### src/rtl/keypad_pkg.sv
// keypad_pkg: state encoding and the 4x4 key map shared by keypad emulator and scanner
package keypad_pkg;
  typedef enum logic [1:0] {IDLE, PRESS, RELEASE} state_t;
  // Indexed by key code; each entry is {col, row}, both active-low.
  localparam logic [7:0] KEY_MAP [16] = '{
    8'hEB, 8'h77, 8'h7B, 8'h7D, 8'hB7, 8'hBB, 8'hBD, 8'hD7,
    8'hDB, 8'hDD, 8'h7E, 8'hBE, 8'hDE, 8'hEE, 8'hED, 8'hE7
  };
  function automatic logic [7:0] key_to_matrix(input logic [3:0] code);
    return KEY_MAP[code];
  endfunction
  // Returns {hit, code}; hit=0 when {col,row} is not a single-key pattern.
  function automatic logic [4:0] matrix_to_key(input logic [3:0] col, input logic [3:0] row);
    logic [4:0] r;
    r = 5'h0;
    for (int i = 0; i < 16; i++)
      if (KEY_MAP[i] == {col, row}) r = {1'b1, 4'(i)};
    return r;
  endfunction
endpackage

### src/rtl/keypad_key_fifo.sv
// keypad_key_fifo: synchronous FIFO with flush
// Ports: clk/rst_n clock and async active-low reset; push/din write; pop/dout read
// (dout shows the head); flush empties; count/full/empty status.
module keypad_key_fifo #(
  parameter int DEPTH = 4,
  parameter int W = 4
) (
  input  logic                       clk,
  input  logic                       rst_n,
  input  logic                       push,
  input  logic [W-1:0]               din,
  input  logic                       pop,
  input  logic                       flush,
  output logic [W-1:0]               dout,
  output logic [$clog2(DEPTH):0]     count,
  output logic                       full,
  output logic                       empty
);
  localparam int AW = $clog2(DEPTH);
  logic [W-1:0]  mem [DEPTH];
  logic [AW-1:0] wr_q, wr_d, rd_q, rd_d;
  logic [AW:0]   count_q, count_d;
  logic          push_ok, pop_ok;
  always_comb begin
    full    = count_q == (AW+1)'(DEPTH);
    empty   = count_q == '0;
    push_ok = push && !full && !flush;
    pop_ok  = pop && !empty && !flush;
    wr_d    = flush ? '0 : wr_q + AW'(push_ok);
    rd_d    = flush ? '0 : rd_q + AW'(pop_ok);
    count_d = flush ? '0 : count_q + (AW+1)'(push_ok) - (AW+1)'(pop_ok);
    dout    = mem[rd_q];
    count   = count_q;
  end
  always_ff @(posedge clk or negedge rst_n)
    if (!rst_n) begin
      wr_q    <= '0;
      rd_q    <= '0;
      count_q <= '0;
    end else begin
      wr_q    <= wr_d;
      rd_q    <= rd_d;
      count_q <= count_d;
    end
  always_ff @(posedge clk)
    if (push_ok) mem[wr_q] <= din;
endmodule

### src/rtl/keypad_emulator.sv
// keypad_emulator: replays queued key codes as timed presses on a 4x4 active-low matrix
// Ports: i_clk/i_rst_n clock and async active-low reset; col scanner column drive in;
// row lines out (4'hF = no key); key_code/key_valid/key_ready code stream in;
// flush aborts queue and press; pressing/active_key/key_done/fifo_count status.
module keypad_emulator
  import keypad_pkg::*;
#(
  parameter int TICK_DIV    = 1048576,
  parameter int PRESS_TICKS = 8,
  parameter int GAP_TICKS   = 8,
  parameter int FIFO_DEPTH  = 4
) (
  input  logic                          i_clk,
  input  logic                          i_rst_n,
  input  logic [3:0]                    col,
  output logic [3:0]                    row,
  input  logic [3:0]                    key_code,
  input  logic                          key_valid,
  output logic                          key_ready,
  input  logic                          flush,
  output logic                          pressing,
  output logic [3:0]                    active_key,
  output logic                          key_done,
  output logic [$clog2(FIFO_DEPTH):0]   fifo_count
);
  localparam int TW = $clog2(TICK_DIV + 1);
  state_t        state_q, state_d;
  logic [TW-1:0] div_q, div_d;
  logic [7:0]    ticks_q, ticks_d, limit;
  logic [3:0]    active_key_q, active_key_d;
  logic [7:0]    matrix_q, matrix_d;
  logic [3:0]    fifo_dout;
  logic          fifo_full, fifo_empty, pop, tick, last;
  keypad_key_fifo #(.DEPTH(FIFO_DEPTH), .W(4)) u_fifo (
    .clk   (i_clk),
    .rst_n (i_rst_n),
    .push  (key_valid),
    .din   (key_code),
    .pop   (pop),
    .flush (flush),
    .dout  (fifo_dout),
    .count (fifo_count),
    .full  (fifo_full),
    .empty (fifo_empty)
  );
  always_comb begin
    tick  = div_q == TW'(TICK_DIV - 1);
    limit = state_q == PRESS ? 8'(PRESS_TICKS - 1) : 8'(GAP_TICKS - 1);
    last  = tick && ticks_q == limit;
    pop   = state_q == IDLE && !fifo_empty && !flush;
    state_d      = state_q;
    active_key_d = active_key_q;
    matrix_d     = matrix_q;
    if (flush)
      state_d = IDLE;
    else if (pop) begin
      state_d      = PRESS;
      active_key_d = fifo_dout;
      matrix_d     = key_to_matrix(fifo_dout);
    end else if (state_q == PRESS && last)
      state_d = RELEASE;
    else if (state_q == RELEASE && last)
      state_d = IDLE;
    // Tick timing restarts on every state entry so each phase is exact.
    div_d   = (state_d != state_q || tick) ? '0 : div_q + TW'(1);
    ticks_d = state_d != state_q ? '0 : ticks_q + 8'(tick);
    key_ready  = !fifo_full;
    pressing   = state_q == PRESS;
    active_key = active_key_q;
    key_done   = state_q == RELEASE && last && !flush;
    // Any column combination that drives the key's column low closes the switch.
    row = (pressing && (col | matrix_q[7:4]) != 4'hF) ? matrix_q[3:0] : 4'hF;
  end
  always_ff @(posedge i_clk or negedge i_rst_n)
    if (!i_rst_n) begin
      state_q      <= IDLE;
      div_q        <= '0;
      ticks_q      <= '0;
      active_key_q <= '0;
      matrix_q     <= 8'hFF;
    end else begin
      state_q      <= state_d;
      div_q        <= div_d;
      ticks_q      <= ticks_d;
      active_key_q <= active_key_d;
      matrix_q     <= matrix_d;
    end
endmodule

### config.mk
export PLATFORM = sky130hd
export DESIGN_NAME = keypad_emulator
export DESIGN_NICKNAME = d
export VERILOG_FILES = /design/src/rtl/keypad_pkg.sv /design/src/rtl/keypad_key_fifo.sv /design/src/rtl/keypad_emulator.sv
export SDC_FILE = /design/constraint.sdc
export NUM_CORES = 1
export LEC_CHECK = 0
export ABC_AREA = 1
export CORE_MARGIN = 2
export CORE_UTILIZATION = 40
export DETAILED_ROUTE_END_ITERATION = 8
export PLACE_DENSITY = 0.54
export SLEW_MARGIN = 20
export SYNTH_ARGS = -nofsm -noshare
export SYNTH_HDL_FRONTEND = slang
export SYNTH_SLANG_ARGS = --single-unit
### constraint.sdc
create_clock -name i_clk -period 6.52 [get_ports i_clk]
set_input_delay 0.652 -clock i_clk [delete_from_list [all_inputs] [get_ports i_clk]]
set_output_delay 0.652 -clock i_clk [all_outputs]
set_load 0.02 [all_outputs]
==> results of run 1 <==
[cell families (layout without fill, tap and decap cells)]
| family | Yosys count | in the layout | synth area share, % |
|---|---|---|---|
| xor gates and xnor gates | 18 | 18 | 4.701 |
| AOI/OAI and AO/OA | 38 | 38 | 7.314 |
| buffers and inverters | 50 | 87 | 6.082 |
| adders and majority gates | 14 | 14 | 5.448 |
| DFF | 66 | 66 | 51.94 |
| and+or+nand+nor | 167 | 167 | 24.52 |
[layout make-up]
class	count	area (sq um)	share of cell area [%]
Multi-Input combinational cell	237	1408	36.13
Clock buffer	9	123.9	3.179
Tap cell	105	131.4	3.372
Inverter	45	168.9	4.335
Clock inverter	7	70.07	1.798
Timing Repair Buffer	26	252.7	6.487
Sequential cell	66	1742	44.70
[critical path, delay by kind of cell, from the launching register on]
kind                       cells  cell delay, ns
and+or+nand+nor                7            1.09
adders and majority gates      1            0.20
buffers and inverters          2            0.80
DFF                            1            0.39
[through the flow]
step | power, mW | cell area, sq um | hold slack (ns) | instances | util (%)
CTS | 1.361 | 3896 | 0.4342 | 495 | 47.66
global route | 1.446 | 3896 | 0.4700 | 495 | 47.66
floorplan | 0.8828 | 3353 | 0.3564 | 353 | -
detailed placement | 1.021 | 3702 | 0.4673 | 479 | 45.29
finish | 1.342 | 3896 | 0.3935 | 495 | 47.66
global placement | 1.022 | 3702 | 0.4658 | 479 | 45.29
[synth_stat cells, types with 2 or more instances]
cell      number
nand3_1       14
dfstp_2        8
xor2_1        10
clkbuf_1       2
inv_1         42
nor2_1        33
o21ai_0       12
a21oi_1        8
nand2_1       60
xnor2_1        8
a31o_2         2
nor3_1        17
o22ai_1        4
nand4_1        5
nor2_2        23
o211ai_1       2
buf_6          2
dfrtp_1       42
nor3b_1        2
ha_1          13
inv_2          3
edfxtp_1      16
nand2_2        3
[state kept, by name, summed over array words and instances, names as in the netlist]
register / cells
div_q: 21
matrix_q: 8
active_key: 4
state_q: 2
u_fifo.mem: 16
u_fifo.wr_q: 2
ticks_q: 8
u_fifo.rd_q: 2
u_fifo.count: 3
[final timing paths]
check	startpoint	end	slack, ns	cells after the start
worst max-delay path	div_q[0]	key_done	3.03	10
worst min-delay path	i_rst_n	div_q[0]	0.39	2
worst max register to register	u_fifo.count[1]	u_fifo.count[2]	3.94	10
worst min register to register	div_q[0]	div_q[0]	0.48	1
max in group asynchronous	i_rst_n	state_q[1]	5.66	2
min in group i_clk	div_q[0]	div_q[0]	0.48	1
[power groups by stage]
stage / Clock, mW / Combinational [mW] / Sequential [mW]
finish: 0.336 / 0.449 / 0.557
CTS: 0.346 / 0.457 / 0.558
detailed placement: 0 / 0.455 / 0.566
global route: 0.369 / 0.509 / 0.568
global placement: 0 / 0.454 / 0.568
floorplan: 0 / 0.318 / 0.565
[metal layers]
metal / global-route usage [%] / vias to the layer above / part of all wire [%]
li1: - / 1219 / -
met1: 20.79 / 1129 / 47
met2: 23.54 / 46 / 46
met3: 4.506 / 8 / 4.3
met4: 5.476 / 0 / 1.7
met5: 0 / - / 0
==> flow_summary.yaml, run 1 <==
logic_synthesis:
  syn_inst: 353
  synth_ff_type: "dfrtp_1"
  synth_edf_count: 16
  ys_seq_area_share_pct: 51.94
  ys_seq_elements: 66
  syn_nets: 379
  synth_area_leader_cell: "dfrtp_1"
  synth.top_cell.area_share_pct: 31.34
  async_flop_share_pct: 75.76
  synthTopCellsByArea: "dfrtp_1 (31%), edfxtp_1 (14%), nand2_1 (6.7%)"
  synth_area_sq_mm: 0.003353
  syn_avg_cell_area_sq_um: 9.499
  ys_warn_count: 0
  synth_cell_types: 45
final_layout:
  nFillCells: 784
  final_common_cell: "nand2_1"
  layout-drive-gt1-share_pct: 16.67
  diodes: 0
  most-common-layout-cells: "nand2_1 (60), inv_1 (42), dfrtp_1 (42), nor2_1 (33), clkdlybuf4s50_1 (24)"
  fin_nets: 411
  area_growth_pct: 16.19
pwr:
  seqPwrFrac_pct: 41.5
  p_leak_nw: 1.676
  p_sw_share_pct: 37.18
  clkPwrFrac_pct: 25.1
  vdd_drop_max_uv: 133.3
  combinationalPowerShare_pct: 33.4
  p_sw_mw: 0.4989
  power.density_mw_per_mm2: 344.4
  intPower_mw: 0.8430
global_routing:
  grt_max_degree: 51
  grt_overflow: 0
  grt_pass1_vias: 2337
  antenna_found_initial: 0
  grt_pass1_wl_mm: 10.65
  grt_usage_pct: 15.39
floorplan:
  start_util_pct: 41.02
  coreArea_sq_mm: 0.008175
  chipHeight_um: 95.56
  die_w_um: 95.56
  ioPinCount: 26
  die_area_sq_mm: 0.009132
  rows: 33
timing:
  worst_slack_ns: 3.029
  fin_crit_sh_pct: 53.54
  fin_tns_setup_ns: 0
  rsz0062_at_grt: "no"
  tightest_slew_ns: 0.6664
  final_max_slew_viol_count: 0
  setup_viol: 0
  relSlewSlack_pct: 55.23
  hold_violations: 0
  final.min_clock_period_ns: 3.491
  clock_skew_ns: 0.01574
  timing.fmax_ghz: 0.2865
flow_run:
  drv_cap: 0
clocking:
  htreeDepth: 3
  clkSinkCount: 66
  ctsRootBufferMaster: "clkbuf_8"
  clock_latency_ns: 0.34
  clkSlewWorstSetupHoldPaths_ns: 0.08
  post-cts-setup-buffer-count: 0
  cts_made_buffers: 9
  postCtsHoldBufs: 0
  ctsResizeCount: 0
  cts_buffer_depth: 2
  cts_tree: "built"
place:
  io_buffers: 25
  place_congestion: 0.8158
  dp_hpwl_mm: 4.349
  pre_cts_ws_ns: 3.243
critical_path:
  max_stage_delay_ns: 0.70
  worstSetupPathType: "flip-flop to output pin"
  start_kind: "flip-flop"
  critical_path.cell_chain: "ha_1, nand2_1, nor2_2, nand2_4, nor2_8, nand2_1, inv_1, nand2_1, nor4_1, clkdlybuf4s50_1"
  worst_path_max_delay_cell: "clkdlybuf4s50_1"
  path_max_fanout: 5
  worstPathRequired_ns: 5.87
  arrival_ns: 2.84
  critPathCaptureType: "output pin"
  cpMostUsedCell: "nand2_1"
route:
  via_per_inst: 4.853
  drc: 0
  ant_nets: 0
  wl_mm: 6.200
  drtIter0Drc: 144
  first_pass_iters: 4
  num_vias: 2402
  routedWlPerCell_um: 12.53
min_path:
  hold_class: "input pin to asynchronous set/reset pin"
run_status:
  status: "finished, final reports clean"
No activity file was read; power rests on OpenSTA's default activity.
==> run 2: changes to the inputs <==
Settings changed: PLACE_DENSITY 0.54 to 0.56.
Clock period 6.52 ns to 2.9 ns, I/O delays scaled along.
==> run 2 against run 1 <==
Effect of this change:
- combinational power grew 130%
- core utilization grew 0.15 points
- global-route usage is 0.54 points higher
- register-to-register slack lost 3.4 ns
- clock skew decreased by 0.0023 ns
==> flow_summary.yaml, run 2 (same netlist as run 1, synthesis figures left out) <==
pwr:
  power.density_mw_per_mm2: 753.6
  p_sw_mw: 1.124
  p_sw_share_pct: 38.15
  p_leak_nw: 1.692
  seqPwrFrac_pct: 42.1
  intPower_mw: 1.822
  combinationalPowerShare_pct: 34.5
  clkPwrFrac_pct: 23.3
  vdd_drop_max_uv: 352.1
min_path:
  hold_class: "input pin to asynchronous set/reset pin"
place:
  dp_hpwl_mm: 4.480
  io_buffers: 25
  dpl_cell_area_sq_mm: 0.003725
  place_congestion: 0.8171
timing:
  fin_tns_setup_ns: 0
  final_max_slew_viol_count: 0
  rsz0062_at_grt: "no"
  final.min_clock_period_ns: 2.600
  tightest_slew_ns: 0.6643
  setup_viol: 0
  clock_skew_ns: 0.01344
  holdWs_ns: 0.3490
  timing.fmax_ghz: 0.3846
  relSlewSlack_pct: 55.37
  fin_crit_sh_pct: 89.67
  hold_violations: 0
critical_path:
  path_max_fanout: 5
  r2r_end: "ticks_q[7]"
  worstPathRequired_ns: 2.61
  arrival_ns: 2.31
  worstSetupPathType: "flip-flop to output pin"
  reg2reg_depth: 13
  rrSetupSlack_ns: 0.51
  critical_path.cell_chain: "ha_1, nand2_1, nor2_2, nand2_4, nor2_8, nand2_1, inv_1, nand2_1, nor4_1, dlygate4sd2_1"
  max_stage_delay_ns: 0.39
  critPathCaptureType: "output pin"
  cpMostUsedCell: "nand2_1"
  r2r_start: "div_q[0]"
  worst_path_max_delay_cell: "dfrtp_1"
  start_kind: "flip-flop"
final_layout:
  multi_input_area_sq_mm: 0.001408
  layout-drive-gt1-share_pct: 17.51
  largest-register: "div_q"
  area_growth_pct: 16.57
  register_area_sq_mm: 0.001742
  fin_nets: 415
  reg_top3: "div_q: 21 flops, u_fifo.mem: 16 flops"
  diodes: 0
  most-common-layout-cells: "nand2_1 (60), inv_1 (42), dfrtp_1 (42), nor2_1 (33)"
  final_common_cell: "nand2_1"
  finalInstanceArea_sq_mm: 0.003909
  nFillCells: 844
  largest_reg_flops: 21
route:
  routedWlPerCell_um: 12.38
  via_per_inst: 4.786
  wl_mm: 6.176
  first_pass_iters: 4
  num_vias: 2388
  drtIter0Drc: 52
  drc: 0
  ant_nets: 0
floorplan:
  die_area_sq_mm: 0.009132
  ioPinCount: 26
  rows: 33
  coreArea_sq_mm: 0.008175
  chipHeight_um: 95.56
  start_util_pct: 41.02
  die_w_um: 95.56
clocking:
  post-cts-setup-buffer-count: 0
  clkSinkCount: 66
  cts_made_buffers: 9
  cts_tree: "built"
  ctsRootBufferMaster: "clkbuf_8"
  clkSlewWorstSetupHoldPaths_ns: 0.08
  clock_latency_ns: 0.34
  cts_buffer_depth: 2
  htreeDepth: 3
global_routing:
  antenna_found_initial: 0
  grt_max_degree: 22
  grt_pass1_wl_mm: 11.05
  grt_usage_pct: 15.93
  grt_pass1_vias: 2362
  grt_overflow: 0
flow_run:
  drv_cap: 0
run_status:
  status: "finished, final reports clean"
==> run 2: changes by cell type in the layout (fill, tap and decap cells not counted) <==
| cell | change |
|---|---|
| buf_4 | +3 |
| bufinv_16 | -1 |
| clkdlybuf4s50_1 | -1 |
| clkinv_1 | -1 |
| clkinvlp_2 | +1 |
| clkinvlp_4 | -1 |
| dlygate4sd2_1 | +1 |
| dlygate4sd3_1 | +1 |
| inv_6 | +2 |
==> run 2: final cells by class <==
type | count | share of cell area (%)
Clock buffer | 9 | 3.169
Clock inverter | 7 | 1.312
Inverter | 45 | 4.321
Multi-Input combinational cell | 237 | 36.01
Sequential cell | 66 | 44.56
Tap cell | 105 | 3.361
Timing Repair Buffer | 30 | 7.266
==> run 2: power groups by stage <==
| stage | Combinational, mW | Clock [mW] | Sequential (mW) |
|---|---|---|---|
| 6_report | 1.02 | 0.687 | 1.24 |
| 5_1_grt | 1.17 | 0.754 | 1.27 |
| 4_1_cts | 1.04 | 0.713 | 1.25 |
| 3_5_place_dp | 1.03 | 0 | 1.26 |
| 3_3_place_gp | 1.04 | 0 | 1.26 |
| 2_1_floorplan | 0.714 | 0 | 1.27 |
==> run 2: worst max-delay path: cells and delay by family, from the launching register on <==
kind          cells  cell delay (ns)
flops             1             0.39
fa+ha+maj         1             0.20
buf+inv           2             0.47
simple gates      7             0.92
==> run 2: per-layer routing <==
layer	routed length (um)	track usage, %	part of all wire, %	vias to the layer above
li1	-	-	-	1226
met1	3109	21.83	50	1124
met2	2827	24.65	46	29
met3	142	2.846	2.3	9
met4	97	7.143	1.6	0
met5	0	0	0	-
==> run 2: how the worst max path moves through the flow <==
stage / start / endpoint / slack, ns / cells past startpoint
after global placement: div_q[0] / key_done / 0.34 / 10
after detailed placement: div_q[0] / key_done / 0.34 / 10
after floorplan: u_fifo.count[1] / u_fifo.count[2] / 0.64 / 10
after CTS: div_q[0] / key_done / 0.23 / 10
final: div_q[0] / key_done / 0.30 / 10
after global routing: div_q[0] / key_done / 0.06 / 10
==> run 2: repair_timing <==
| action | 4_1_cts | 5_1_grt |
|---|---|---|
| resized for setup | 1 | 0 |
| setup endpoints to repair | 1 | 0 |
| hold buffers | 1 | 0 |
| hold endpoints to repair | 3 | 0 |
==> run 2: through the flow <==
stage | power (mW) | instances | utilization, % | setup slack, ns
2_1_floorplan | 1.985 | 353 | - | 0.6447
3_3_place_gp | 2.295 | 482 | 45.56 | 0.3439
3_5_place_dp | 2.295 | 482 | 45.56 | 0.3429
4_1_cts | 2.996 | 499 | 47.81 | 0.2261
5_1_grt | 3.197 | 499 | 47.81 | 0.06234
6_report | 2.946 | 499 | 47.81 | 0.2996
